===== src/rtl/lut_reg_pipe_pkg.sv =====
// ============================================================================
// Module   : lut_reg_pkg
// Brief    : Shared limits and elaboration helpers for the LUT register pipe.
// Revision : 1.0
// ============================================================================
`default_nettype none

package lut_reg_pkg;

    localparam int MAX_IN     = 6;
    localparam int MAX_CH     = 16;
    localparam int MAX_DEPTH  = 8;
    localparam int OCC_PORT_W = 4;

    // Truth table with only the all-ones index set: an AND of every input.
    function automatic logic [(1 << MAX_IN)-1:0] lut_init_and(input int n);
        logic [(1 << MAX_IN)-1:0] tbl;
        tbl = '0;
        tbl[(1 << n) - 1] = 1'b1;
        return tbl;
    endfunction

    // Bits needed to count input reg + depth stages + output reg.
    function automatic int occ_width(input int depth);
        return $clog2(depth + 3);
    endfunction

endpackage

`default_nettype wire


===== src/rtl/lut_reg_pipe_if.sv =====
// ============================================================================
// Module   : lut_reg_pipe_if
// Brief    : Data, config and status bundle of the LUT register pipe.
// Revision : 1.0
// ============================================================================
`default_nettype none

interface lut_reg_pipe_if
    import lut_reg_pkg::*;
#(
    parameter int NUM_IN = 6,
    parameter int NUM_CH = 1
);

    logic                        ce;
    logic                        flush;
    logic                        in_valid;
    logic [NUM_CH*NUM_IN-1:0]    in_data;
    logic                        cfg_we;
    logic [(1 << NUM_IN)-1:0]    cfg_data;
    logic                        out_valid;
    logic [NUM_CH-1:0]           out_data;
    logic [OCC_PORT_W-1:0]       occupancy;

    modport master (
        output ce, flush, in_valid, in_data, cfg_we, cfg_data,
        input  out_valid, out_data, occupancy
    );

    modport slave (
        input  ce, flush, in_valid, in_data, cfg_we, cfg_data,
        output out_valid, out_data, occupancy
    );

endinterface

`default_nettype wire


===== src/rtl/lut_reg_pipe_lut_cell.sv =====
// ============================================================================
// Module   : lut_cell
// Brief    : One combinational NUM_IN-input lookup table (index + table -> bit).
// Revision : 1.0
// ============================================================================
`default_nettype none

module lut_cell #(
    parameter int NUM_IN = 6
) (
    input  logic [NUM_IN-1:0]      idx_i,
    input  logic [(1 << NUM_IN)-1:0] tbl_i,
    output logic                   bit_o
);

    assign bit_o = tbl_i[idx_i];

endmodule

`default_nettype wire


===== src/rtl/lut_reg_pipe.sv =====
// ============================================================================
// Module   : lut_reg_pipe
// Brief    : Input reg -> runtime LUT -> PIPE_DEPTH stages -> output reg,
//            with valid tracking, stall, flush and occupancy count.
// Revision : 1.0
// ============================================================================
`default_nettype none

module lut_reg_pipe
    import lut_reg_pkg::*;
#(
    parameter int NUM_IN     = 6,
    parameter int NUM_CH     = 1,
    parameter int PIPE_DEPTH = 2,
    parameter logic [(1 << NUM_IN)-1:0] LUT_INIT = (1 << NUM_IN)'(lut_init_and(NUM_IN))
) (
    input  logic          clock0,
    input  logic          reset,
    lut_reg_pipe_if.slave bus
);

    localparam int c_tbl_w  = 1 << NUM_IN;
    localparam int c_data_w = NUM_CH * NUM_IN;
    localparam int c_nv     = PIPE_DEPTH + 2;
    localparam int c_occ_w  = occ_width(PIPE_DEPTH);

    logic [c_tbl_w-1:0]  r_tbl_q;
    logic [c_data_w-1:0] r_in_q;
    logic [NUM_CH-1:0]   r_out_q;
    logic [NUM_CH-1:0]   w_lut;
    logic [NUM_CH-1:0]   w_tail;
    logic [c_nv-1:0]     r_vld_q;
    logic [c_nv-1:0]     w_vld_d;
    logic [c_occ_w-1:0]  r_occ_q;
    logic [c_occ_w-1:0]  w_occ_d;

    for (genvar c = 0; c < NUM_CH; c++) begin : g_cell
        lut_cell #(
            .NUM_IN (NUM_IN)
        ) u_cell (
            .idx_i (r_in_q[c*NUM_IN +: NUM_IN]),
            .tbl_i (r_tbl_q),
            .bit_o (w_lut[c])
        );
    end

    if (PIPE_DEPTH == 0) begin : g_nopipe
        assign w_tail = w_lut;
    end else begin : g_pipe
        logic [PIPE_DEPTH-1:0][NUM_CH-1:0] r_stg_q;

        always_ff @(posedge clock0 or posedge reset) begin
            if (reset) begin
                r_stg_q <= '0;
            end else if (bus.ce) begin
                r_stg_q[0] <= w_lut;
                for (int k = 1; k < PIPE_DEPTH; k++) begin
                    r_stg_q[k] <= r_stg_q[k-1];
                end
            end
        end

        assign w_tail = r_stg_q[PIPE_DEPTH-1];
    end

    // Valid bits form one shift vector: bit 0 = input reg, MSB = output reg.
    always_comb begin
        w_vld_d = r_vld_q;
        if (bus.flush) begin
            w_vld_d = '0;
        end else if (bus.ce) begin
            w_vld_d = {r_vld_q[c_nv-2:0], bus.in_valid};
        end
    end

    always_comb begin
        w_occ_d = '0;
        for (int i = 0; i < c_nv; i++) begin
            w_occ_d = w_occ_d + c_occ_w'(w_vld_d[i]);
        end
    end

    always_ff @(posedge clock0 or posedge reset) begin
        if (reset) begin
            r_tbl_q <= LUT_INIT;
            r_in_q  <= '0;
            r_out_q <= '0;
            r_vld_q <= '0;
            r_occ_q <= '0;
        end else begin
            r_vld_q <= w_vld_d;
            r_occ_q <= w_occ_d;
            // Table writes ignore stall and flush; results already past the LUT keep the old table.
            if (bus.cfg_we) begin
                r_tbl_q <= bus.cfg_data;
            end
            if (bus.ce) begin
                r_in_q  <= bus.in_data;
                r_out_q <= w_tail;
            end
        end
    end

    assign bus.out_valid = r_vld_q[c_nv-1];
    assign bus.out_data  = r_out_q;
    assign bus.occupancy = OCC_PORT_W'(r_occ_q);

endmodule

`default_nettype wire

===== src/flat_wrapper.sv =====
// flat-port wrapper written by rule: the top's interface ports become plain ports
module lut_reg_pipe_flat import lut_reg_pkg::*;
#(
    parameter int NUM_IN     = 6,
    parameter int NUM_CH     = 1,
    parameter int PIPE_DEPTH = 2,
    parameter logic [(1 << NUM_IN)-1:0] LUT_INIT = (1 << NUM_IN)'(lut_init_and(NUM_IN))
)
  (clock0, reset, bus_ce, bus_flush, bus_in_valid, bus_in_data, bus_cfg_we, bus_cfg_data, bus_out_valid, bus_out_data, bus_occupancy);
  lut_reg_pipe_if #(.NUM_IN(NUM_IN), .NUM_CH(NUM_CH)) bus_i ();
  input  logic clock0;
  input  logic reset;
  input wire logic [$bits(bus_i.ce)-1:0] bus_ce;
  input wire logic [$bits(bus_i.flush)-1:0] bus_flush;
  input wire logic [$bits(bus_i.in_valid)-1:0] bus_in_valid;
  input wire logic [$bits(bus_i.in_data)-1:0] bus_in_data;
  input wire logic [$bits(bus_i.cfg_we)-1:0] bus_cfg_we;
  input wire logic [$bits(bus_i.cfg_data)-1:0] bus_cfg_data;
  output wire logic [$bits(bus_i.out_valid)-1:0] bus_out_valid;
  output wire logic [$bits(bus_i.out_data)-1:0] bus_out_data;
  output wire logic [$bits(bus_i.occupancy)-1:0] bus_occupancy;
  assign bus_i.ce = bus_ce;
  assign bus_i.flush = bus_flush;
  assign bus_i.in_valid = bus_in_valid;
  assign bus_i.in_data = bus_in_data;
  assign bus_i.cfg_we = bus_cfg_we;
  assign bus_i.cfg_data = bus_cfg_data;
  assign bus_out_valid = bus_i.out_valid;
  assign bus_out_data = bus_i.out_data;
  assign bus_occupancy = bus_i.occupancy;
  lut_reg_pipe #(.NUM_IN(NUM_IN), .NUM_CH(NUM_CH), .PIPE_DEPTH(PIPE_DEPTH), .LUT_INIT(LUT_INIT)) u_core (.clock0(clock0), .reset(reset), .bus(bus_i));
endmodule

===== config.mk =====
export PLATFORM = sky130hd
export DESIGN_NAME = lut_reg_pipe_flat
export DESIGN_NICKNAME = d
export VERILOG_FILES = /design/src/rtl/lut_reg_pipe_pkg.sv /design/src/rtl/lut_reg_pipe_if.sv /design/src/rtl/lut_reg_pipe_lut_cell.sv /design/src/rtl/lut_reg_pipe.sv /design/src/flat_wrapper.sv
export SDC_FILE = /design/constraint.sdc
export NUM_CORES = 1
export LEC_CHECK = 0
export BUFFER_PORTS_ARGS = -buffer_cell sky130_fd_sc_hd__buf_4
export CAP_MARGIN = 0
export CORE_MARGIN = 2
export CORE_UTILIZATION = 58
export CTS_CLUSTER_DIAMETER = 50
export DETAILED_ROUTE_END_ITERATION = 7
export GPL_ROUTABILITY_DRIVEN = 1
export PLACE_DENSITY = 0.95
export SYNTH_ARGS = -nofsm -noshare
export SYNTH_HDL_FRONTEND = slang
export SYNTH_SLANG_ARGS = --single-unit

===== constraint.sdc =====
create_clock -name clock0 -period 4.7 [get_ports clock0]
set_input_delay 0.94 -clock clock0 [delete_from_list [all_inputs] [get_ports clock0]]
set_output_delay 0.94 -clock clock0 [all_outputs]
set_load 0.01 [all_outputs]

After elaboration in Yosys (flattened, before gate mapping). Cells that the tools add are included. Widths: inputs -> output; s select.

Bits in registers: 80. Latch bits: 0. Bits in writable memories: 0. Bits in read-only memories: 0. Input bits: 76. Output and inout port bits: 6. Logic and storage cells: 15. Memories: 0.

Add/subtract/negate cells: 3. Multipliers: 0. Divide/modulo/power cells: 0. $lt $le $gt $ge: 1. Equal/unequal tests: 0. Shift operators: 0. Muxes and demuxes: 4. Bitwise operators: 0. Reduce and logical (&&, ||, !) cells: 0.

Operator list (count): $mux 4 (2); $lt 6x7->1 const B (1); $add 3x1->3 (2); $bmux 1 s6 (1); $add 1x1->2 (1); $mux 1 (1).

Logic depth before layout (Yosys ltp). Gate-level depths: netlist (run 1).

Word-level depth: 5. Depth in mapped cells: 9. Depth with buffers taken out: 7.

By module. Synthesis (run 1) repeated with hierarchy kept, for this count alone.

Cells, all modules: 237. Area, all modules: 3905.0 um^2.

By module, submodules not included: lut_reg_pipe (instances 1, cells an instance 175, area an instance 3304.4 um^2, sequential area each 2003.2 um^2); lut_cell (instances 1, cells an instance 62, area an instance 600.6 um^2, sequential area each 0.0 um^2).

Worst setup path before layout (run 1). OpenSTA, ideal clock, no wires.

Path type: in2reg. Start point: input bus_ce. End point: register u_core.r_occ_q[1]. Library setup time: 0.126 ns. Arrival: 2.718 ns. Required time: 4.574 ns. Slack: 1.856 ns. Cell stages on the path: 9. Buffers on the path: 2. Path through: clkbuf_1 -> buf_1 -> mux2i_1 -> nor2_1 -> ha_1 -> inv_1 -> fa_1 -> inv_1 -> ha_1.

Word-level cells in the longest chain between the ends: 5.

RTL lines: from (decl) (RTL line flat_wrapper.sv:13) `input wire logic [$bits(bus_i.ce)-1:0] bus_ce;`; $mux 4 (RTL line lut_reg_pipe.sv:71) `end else if (bus.ce) begin`; $mux 4 (RTL line lut_reg_pipe.sv:69) `if (bus.flush) begin`; named net u_core.w_vld_d[1] (RTL line lut_reg_pipe.sv:33) `logic [c_nv-1:0] w_vld_d;`; $add 1x1->2 (RTL line lut_reg_pipe.sv:79) `w_occ_d = w_occ_d + c_occ_w'(w_vld_d[i]);`; $add 3x1->3 (2 in a row) (RTL line lut_reg_pipe.sv:79); named net u_core.w_occ_d[1] (RTL line lut_reg_pipe.sv:35) `logic [c_occ_w-1:0] w_occ_d;`; to (signal assigned) (RTL line lut_reg_pipe.sv:92) `r_occ_q <= w_occ_d;`; to (decl) (RTL line lut_reg_pipe.sv:34) `logic [c_occ_w-1:0] r_occ_q;`.

The timed path passes the listed nets, and every way through them passes these cells. A chain may end at the register's enable or synchronous reset.

Worst setup path after layout (run 1).
Start point: register u_core.r_in_q[0]. End point: register u_core.g_pipe.r_stg_q[0] (netlist bit).

Word-level cells in the longest chain between the ends: 2.

RTL lines: from (decl) (RTL line lut_reg_pipe.sv:28) `logic [c_data_w-1:0] r_in_q;`; from (signal assigned) (RTL line lut_reg_pipe.sv:98) `r_in_q <= bus.in_data;`; $bmux 1 s6 (RTL line lut_reg_pipe_lut_cell.sv:16) `assign bit_o = tbl_i[idx_i];`; $mux 1 (implied by the code) (RTL line lut_reg_pipe_lut_cell.sv:16); to (signal, indexed assignment) (RTL line lut_reg_pipe.sv:58) `r_stg_q[k] <= r_stg_q[k-1];`; to (decl) (RTL line lut_reg_pipe.sv:50) `logic [PIPE_DEPTH-1:0][NUM_CH-1:0] r_stg_q;`.

Every way passes these cells. The select of a mux whose other input is x is not followed.

==> parameters.txt, run 1 <==
Parameter                              Value

Status
  Run status ... finished, final reports clean

Final layout
  Layout area overhead ... 23.60%
  Nets ... 405
  Fraction of final layout cells with drive strength greater than 1 ... 0.5468
  Number of antenna diodes ... 0

Place
  Count of buffers from port buffering ... 80
  Worst slack at placement ... ~2.2 ns
  Final RePlAce weighted congestion ... roughly 0.86
  Placed wire-length estimate ... slightly above 5000 µm

Power
  Worst IR drop on VDD ... 273.5 µV
  Power per cell area ... between 300 and 400 nW/µm²
  Total design power ... 1.611 mW
  Net switching power figure ... 0.3899 mW
  Comb pwr share ... 0.155
  Leakage power summed over all cells ... 2.048 nW
  Sequential Power Share ... 0.502
  Switching Share ... 0.2421
  Power share of the clock group ... 0.343
  Internal power ... around 1.2 mW

Hold path
  Hold worst-path end ... u_core.r_tbl_q[61]$_DFFE_PP0P_
  Hold path startpoint ... u_core.r_tbl_q[61]$_DFFE_PP0P_
  Number of cells on the worst hold path ... 1
  Worst min path class ... register to register

Die
  Number of I/O pins ... 82
  Core area ... 5956 µm²
  Area enclosed by the die boundary ... 6825 µm²
  Number of standard-cell rows in the floorplan ... 28
  Starting utilization of the core area ... 0.6019
  Die width ... 82.62 µm
  Die height ... 82.62 µm

Detailed routing
  Wire length per cell ... 17.92 µm
  Residual DRC ... 0
  Number of nets with antenna violations after routing ... 0
  Number of DRC markers in iteration 0 ... 184
  Detailed-route wire length ... 7277 µm
  TritonRoute pass-1 iters ... 4
  DR vias ... 2256
  Via/cell ratio ... 5.557

Timing
  Transition time of the tightest slew-check pin ... 0.7977 ns
  # setup viols final ... 0
  RSZ-0062 raised after global routing ... no
  Worst max-slew margin expressed relative to the limit ... 0.4676
  PnR worst setup slack ... 2.369 ns
  Summed negative setup slack over all endpoints ... 0 ns
  Final count of hold timing violations ... 0
  Max-slew violation count ... 0
  Fmax ... 429.0 MHz
  Fraction of the cycle the final worst path needs ... 0.4960
  Minimum period implied by the final worst setup slack ... around 2.3 ns
  Skew final ... ~0.0066 ns
  Worst hold-check slack ... 0.5083 ns

Logic synthesis
  Share of flip-flops with an asynchronous set or reset after synthesis ... 1.000
  Number of flip-flops and latches in the synthesized netlist ... 80
  Syn Inst Count ... 249
  Primary FF master, synth ... sky130_fd_sc_hd__dfrtp_1
  Share of synthesized area occupied by flip-flops and latches ... 0.5588
  Number of distinct library cells after synthesis ... 31
  Cell area after synthesis ... 3585 µm²
  Dominant cell type by area after synthesis ... sky130_fd_sc_hd__dfrtp_1
  Syn_area_per_cell ... 14.40 µm²
  Net Count, Synth ... 328
  Number of enable-type register cells in the synthesized netlist ... 0
  Portion of synthesized cell area occupied by the leading cell type ... 0.5515
  Cell with the most instances after synthesis ... sky130_fd_sc_hd__dfrtp_1
  Top cells by count, synth ... 79 x sky130_fd_sc_hd__dfrtp_1, 69 x sky130_fd_sc_hd__mux2_2, 16 x sky130_fd_sc_hd__mux2i_1, 11 x sky130_fd_sc_hd__inv_1, 10 x sky130_fd_sc_hd__mux4_2
  YS warnings ... 0
  Largest cells by area after synthesis ... sky130_fd_sc_hd__dfrtp_1 55%, sky130_fd_sc_hd__mux2_2 22%, sky130_fd_sc_hd__mux4_2 6.3%

Global route
  All-Layer GR Usage ... 0.2375
  Number of antenna violations at the first check in global routing ... 0
  Number of global-route vias before repair ... 2371
  Wire length of the first global-routing pass ... ~12000 µm
  Total congestion overflow after global routing ... 0
  Maximum number of pins on one net before global-route repair ... 65

Clocking
  Number of hold buffers added after CTS ... 0
  Number of H-tree levels ... 3
  Post-CTS Setup Bufs ... 0
  Clk sink count ... 80
  Resize count post-CTS ... 0
  TritonCTS clock tree ... built
  Buffer depth of the longest clock path ... 2
  Root Driver ... sky130_fd_sc_hd__clkbuf_8
  Number of clock buffers inserted by TritonCTS ... 9
  Clock transition at the register clock pins on the worst setup and hold paths after CTS ... 0.08 ns
  Latest clock arrival within the worst-skew pair ... 0.35 ns

Critical path
  Type of element capturing the critical path ... register
  Worst-case register-to-register setup slack ... 2.37 ns
  Required time worst endpoint ... ~5 ns
  Kind of start point of the critical path ... register
  Startpoint of the worst-slack reg-to-reg timing path ... u_core.r_in_q[0]$_DFFE_PP0P_
  Setup Crit Path Kind ... register to register
  Worst r2r dst ... u_core.g_pipe.r_stg_q[0]$_DFFE_PP0P_
  Arrival time of data at the critical path endpoint ... approximately 2.6 ns
  Depth of the most critical reg-to-reg path ... 5
  CP Max Fanout ... 16

Run
  Max cap viols ... 0
[sequential cells by signal (all words and copies together) (netlist names)]
register and cells:
u_core.r_occ_q 3, u_core.r_vld_q 4, u_core.r_in_q 6, u_core.bus.out_data 1, u_core.w_tail 1, u_core.r_tbl_q 64
u_core.g_pipe.r_stg_q 1
[layout make-up]
class,count,area (µm²)
fill,378,1525
sequential,80,2003
multi-input combinational,142,1455
clock buffer,10,137.6
timing repair buffer,82,615.6
inverter,11,42.54
tap,75,93.84
clock inverter,6,82.58
[metal layers]
metal / part of all wire / track usage / vias up
li1: - / - / 1043
met1: 0.42 / 0.3137 / 1122
met2: 0.50 / 0.3831 / 80
met3: 0.053 / 0.06087 / 11
met4: 0.019 / 0.08689 / 0
met5: 0 / 0 / -
[critical path: stages (launching register included)]
cell                       delay (ns)
sky130_fd_sc_hd__dfrtp_1         0.86
sky130_fd_sc_hd__mux4_2          0.61
sky130_fd_sc_hd__a22oi_1         0.23
sky130_fd_sc_hd__nand3_1         0.14
sky130_fd_sc_hd__a211oi_2        0.24
sky130_fd_sc_hd__o22ai_1         0.11
[through the flow]
step,std cells,area [µm²],util
final,406,4431,0.7439
after global routing,406,4431,0.7439
after CTS,406,4431,0.7439
after detailed placement,390,4210,0.7069
after global placement,390,4210,0.7069
after floorplan,249,3585,-
[cells by family (layout without fill, tap and decap cells)]
logic type / after synthesis / in the layout / share of synthesized area
DFF: 80 / 80 / 0.5588
other: 1 / 1 / 0.001046
adders and majority gates: 3 / 3 / 0.01256
muxes: 95 / 95 / 0.3243
and+or+nand+nor: 27 / 27 / 0.03560
AOI/OAI and AO/OA: 16 / 16 / 0.03246
buffers and inverters: 27 / 109 / 0.03525
[power by group through the flow]
stage / clock network [mW] / registers, mW / logic (mW)
5_1_grt: 0.596 / 0.818 / 0.271
2_1_floorplan: 0 / 0.798 / 0.176
3_5_place_dp: 0 / 0.821 / 0.249
6_report: 0.553 / 0.809 / 0.249
4_1_cts: 0.560 / 0.809 / 0.252
3_3_place_gp: 0 / 0.816 / 0.242
[how the worst max path moves through the flow]
stage,start,end,slack (ns),cells after the start
2_1_floorplan,reset,u_core.bus.out_data$_DFFE_PP0P_,1.71,1
3_3_place_gp,bus_ce,u_core.r_occ_q[1]$_DFF_PP0_,2.24,8
3_5_place_dp,bus_ce,u_core.r_occ_q[1]$_DFF_PP0_,2.18,8
4_1_cts,u_core.r_in_q[0]$_DFFE_PP0P_,u_core.g_pipe.r_stg_q[0]$_DFFE_PP0P_,2.38,5
5_1_grt,u_core.r_in_q[0]$_DFFE_PP0P_,u_core.g_pipe.r_stg_q[0]$_DFFE_PP0P_,2.24,5
6_report,u_core.r_in_q[0]$_DFFE_PP0P_,u_core.g_pipe.r_stg_q[0]$_DFFE_PP0P_,2.37,5
[cell usage in the layout (no fill, tap or decap), drive strengths merged]
cell       n
a211oi     2
a21oi      1
a22oi      4
a2bb2oi    1
a311oi     1
a31oi      2
a41o       1
buf       82
bufinv     2
clkbuf    10
clkinv     4
clkinvlp   1
conb       1
dfrtp     79
dfstp      1
fa         1
ha         2
inv       10
mux2      69
mux2i     16
mux4      10
nand2      8
nand3      7
nand4      1
nor2       5
nor2b      4
o21ai      3
o22ai      1
or2        2
No activity file was read; power rests on OpenSTA's default activity.
==> run 2, diff against run 1 <==
Settings changed: CORE_UTILIZATION 58 to 54, PLACE_DENSITY 0.95 to 0.92.
Clock period 4.7 ns to 2.2 ns, I/O delays scaled along.
==> parameters.txt, run 2 (synthesis gave the netlist of run 1 again) <==
Parameter                              Value

Critical path
  Required time worst endpoint ... 2.43 ns
  Type of element capturing the critical path ... register
  Setup Crit Path Kind ... register to register
  CP Max Fanout ... 5
  Arrival time of data at the critical path endpoint ... approximately 2.2 ns
  Kind of start point of the critical path ... register

Place
  Standard cell area after detailed placement ... roughly 4300 µm²
  Count of buffers from port buffering ... 80
  Final RePlAce weighted congestion ... 0.8204
  Placed wire-length estimate ... 5584 µm

Final layout
  Top reg by flops ... u_core.r_tbl_q
  Number of antenna diodes ... 0
  Final design instance area without fill ... 4471 µm²
  Fillcell total ... between 400 and 500
  Most frequent cells in the layout ... 85 x sky130_fd_sc_hd__buf_4, 79 x sky130_fd_sc_hd__dfrtp_1, 69 x sky130_fd_sc_hd__mux2_2, 16 x sky130_fd_sc_hd__mux2i_1
  Nets ... 411
  Multi-input gate area ... 1455 µm²
  Max FFs per register ... 64
  Fraction of final layout cells with drive strength greater than 1 ... 0.5549
  Layout area overhead ... 24.71%
  Registers with the highest flip-flop counts ... u_core.r_tbl_q (64), u_core.r_in_q (6), u_core.r_vld_q (4)
  Seq. cell area ... 2003 µm²
  Most common cell after layout, fill and taps aside ... sky130_fd_sc_hd__buf_4

Clocking
  Resize count post-CTS ... 0
  Clock transition at the register clock pins on the worst setup and hold paths after CTS ... ~0.080 ns
  Clk sink count ... 80
  Root Driver ... sky130_fd_sc_hd__clkbuf_8
  Number of clock buffers inserted by TritonCTS ... 9
  Post-CTS Setup Bufs ... 0
  Buffer depth of the longest clock path ... 2
  Number of hold buffers added after CTS ... 0
  Latest clock arrival within the worst-skew pair ... 0.35 ns
  Number of H-tree levels ... 3
  TritonCTS clock tree ... built

Timing
  Worst hold-check slack ... approximately 0.15 ns
  Max-slew violation count ... 0
  # setup viols final ... 0
  Transition time of the tightest slew-check pin ... 0.5919 ns
  RSZ-0062 raised after global routing ... no
  Skew final ... about 0.0052 ns
  Summed negative setup slack over all endpoints ... 0 ns
  Worst max-slew margin expressed relative to the limit ... 0.6046
  Final count of hold timing violations ... 0
  Fraction of the cycle the final worst path needs ... 0.8957
  Fmax ... 507.5 MHz
  Minimum period implied by the final worst setup slack ... 1.971 ns

Power
  Total design power ... 3.248 mW
  Leakage power summed over all cells ... between 2 and 2.5 nW
  Power per cell area ... between 700 and 800 nW/µm²
  Worst IR drop on VDD ... 490.9 µV

Global route
  All-Layer GR Usage ... 0.2297
  Total congestion overflow after global routing ... 0
  Number of antenna violations at the first check in global routing ... 0
  Wire length of the first global-routing pass ... approximately 13000 µm
  Number of global-route vias before repair ... 2526
  Maximum number of pins on one net before global-route repair ... 31

Detailed routing
  Detailed-route wire length ... 7544 µm
  Via/cell ratio ... 5.606
  TritonRoute pass-1 iters ... 4
  DR vias ... 2321
  Wire length per cell ... 18.22 µm
  Residual DRC ... 0
  Number of nets with antenna violations after routing ... 0
  Number of DRC markers in iteration 0 ... 135

Die
  Die height ... approximately 85 µm
  Number of I/O pins ... approximately 80
  Die width ... 85.48 µm
  Core area ... ~6400 µm²
  Number of standard-cell rows in the floorplan ... 29
  Area enclosed by the die boundary ... 7306 µm²
  Starting utilization of the core area ... 0.5613

Hold path
  Worst min path class ... input port to async pin

Run
  Max cap viols ... 0

Status
  Run status ... finished, final reports clean
-- run 2: changes by cell type in the layout (fill, tap and decap cells not counted), sizes merged --
cell | before | now
buf | 82 | 88
clkinvlp | 1 | 3
bufinv | 2 | 0
-- run 2: worst max-delay path, stage by stage, from the launching register on --
cell	delay (ns)
sky130_fd_sc_hd__dfrtp_1	0.49
sky130_fd_sc_hd__buf_4	0.19
sky130_fd_sc_hd__mux4_2	0.49
sky130_fd_sc_hd__a22oi_1	0.21
sky130_fd_sc_hd__a31oi_1	0.15
sky130_fd_sc_hd__a211oi_2	0.22
sky130_fd_sc_hd__o22ai_1	0.10
-- run 2: metrics by stage --
stage,setup WS (ns),utilization,std cells
after global routing,0.07487,0.7000,414
after detailed placement,0.1501,0.6730,398
after global placement,0.2319,0.6730,398
after floorplan,0.09239,-,249
after CTS,0.2067,0.7000,414
final,0.2295,0.7000,414
-- run 2: final timing paths --
kind	to	depth (start not counted)	slack, ns	start
min in group clock0	u_core.r_vld_q[3]$_DFF_PP0_	2	0.27	bus_flush
worst max-delay path	u_core.g_pipe.r_stg_q[0]$_DFFE_PP0P_	6	0.23	u_core.r_in_q[0]$_DFFE_PP0P_
worst max register to register	u_core.g_pipe.r_stg_q[0]$_DFFE_PP0P_	6	0.23	u_core.r_in_q[0]$_DFFE_PP0P_
max in group asynchronous	u_core.r_tbl_q[63]$_DFFE_PP1P_	3	1.45	reset
worst min-delay path	u_core.r_occ_q[1]$_DFF_PP0_	2	0.15	reset
worst min register to register	u_core.r_tbl_q[30]$_DFFE_PP0P_	1	0.51	u_core.r_tbl_q[30]$_DFFE_PP0P_
-- run 2: area by class of cell --
type,instances,share of cell area
timing repair buffer,88,0.1562
multi-input combinational,142,0.3255
tap,77,0.02155
clock buffer,10,0.03079
sequential,80,0.4481
clock inverter,6,0.007837
inverter,11,0.01008
-- run 2: power breakdown --
part           total (mW)  switching, mW  internal [mW]
clock               0.969          0.536          0.433
combinational       0.559          0.216          0.343
sequential           1.72          0.102           1.62
total                3.25          0.854           2.39
-- run 2: routing by layer --
layer / vias to the layer above / routed length, µm / track usage
met4: 0 / 227 / 0.1198
met5: - / 0 / 0
met1: 1164 / 2869 / 0.2771
li1: 1055 / - / -
met3: 18 / 414 / 0.04475
met2: 84 / 4032 / 0.3913
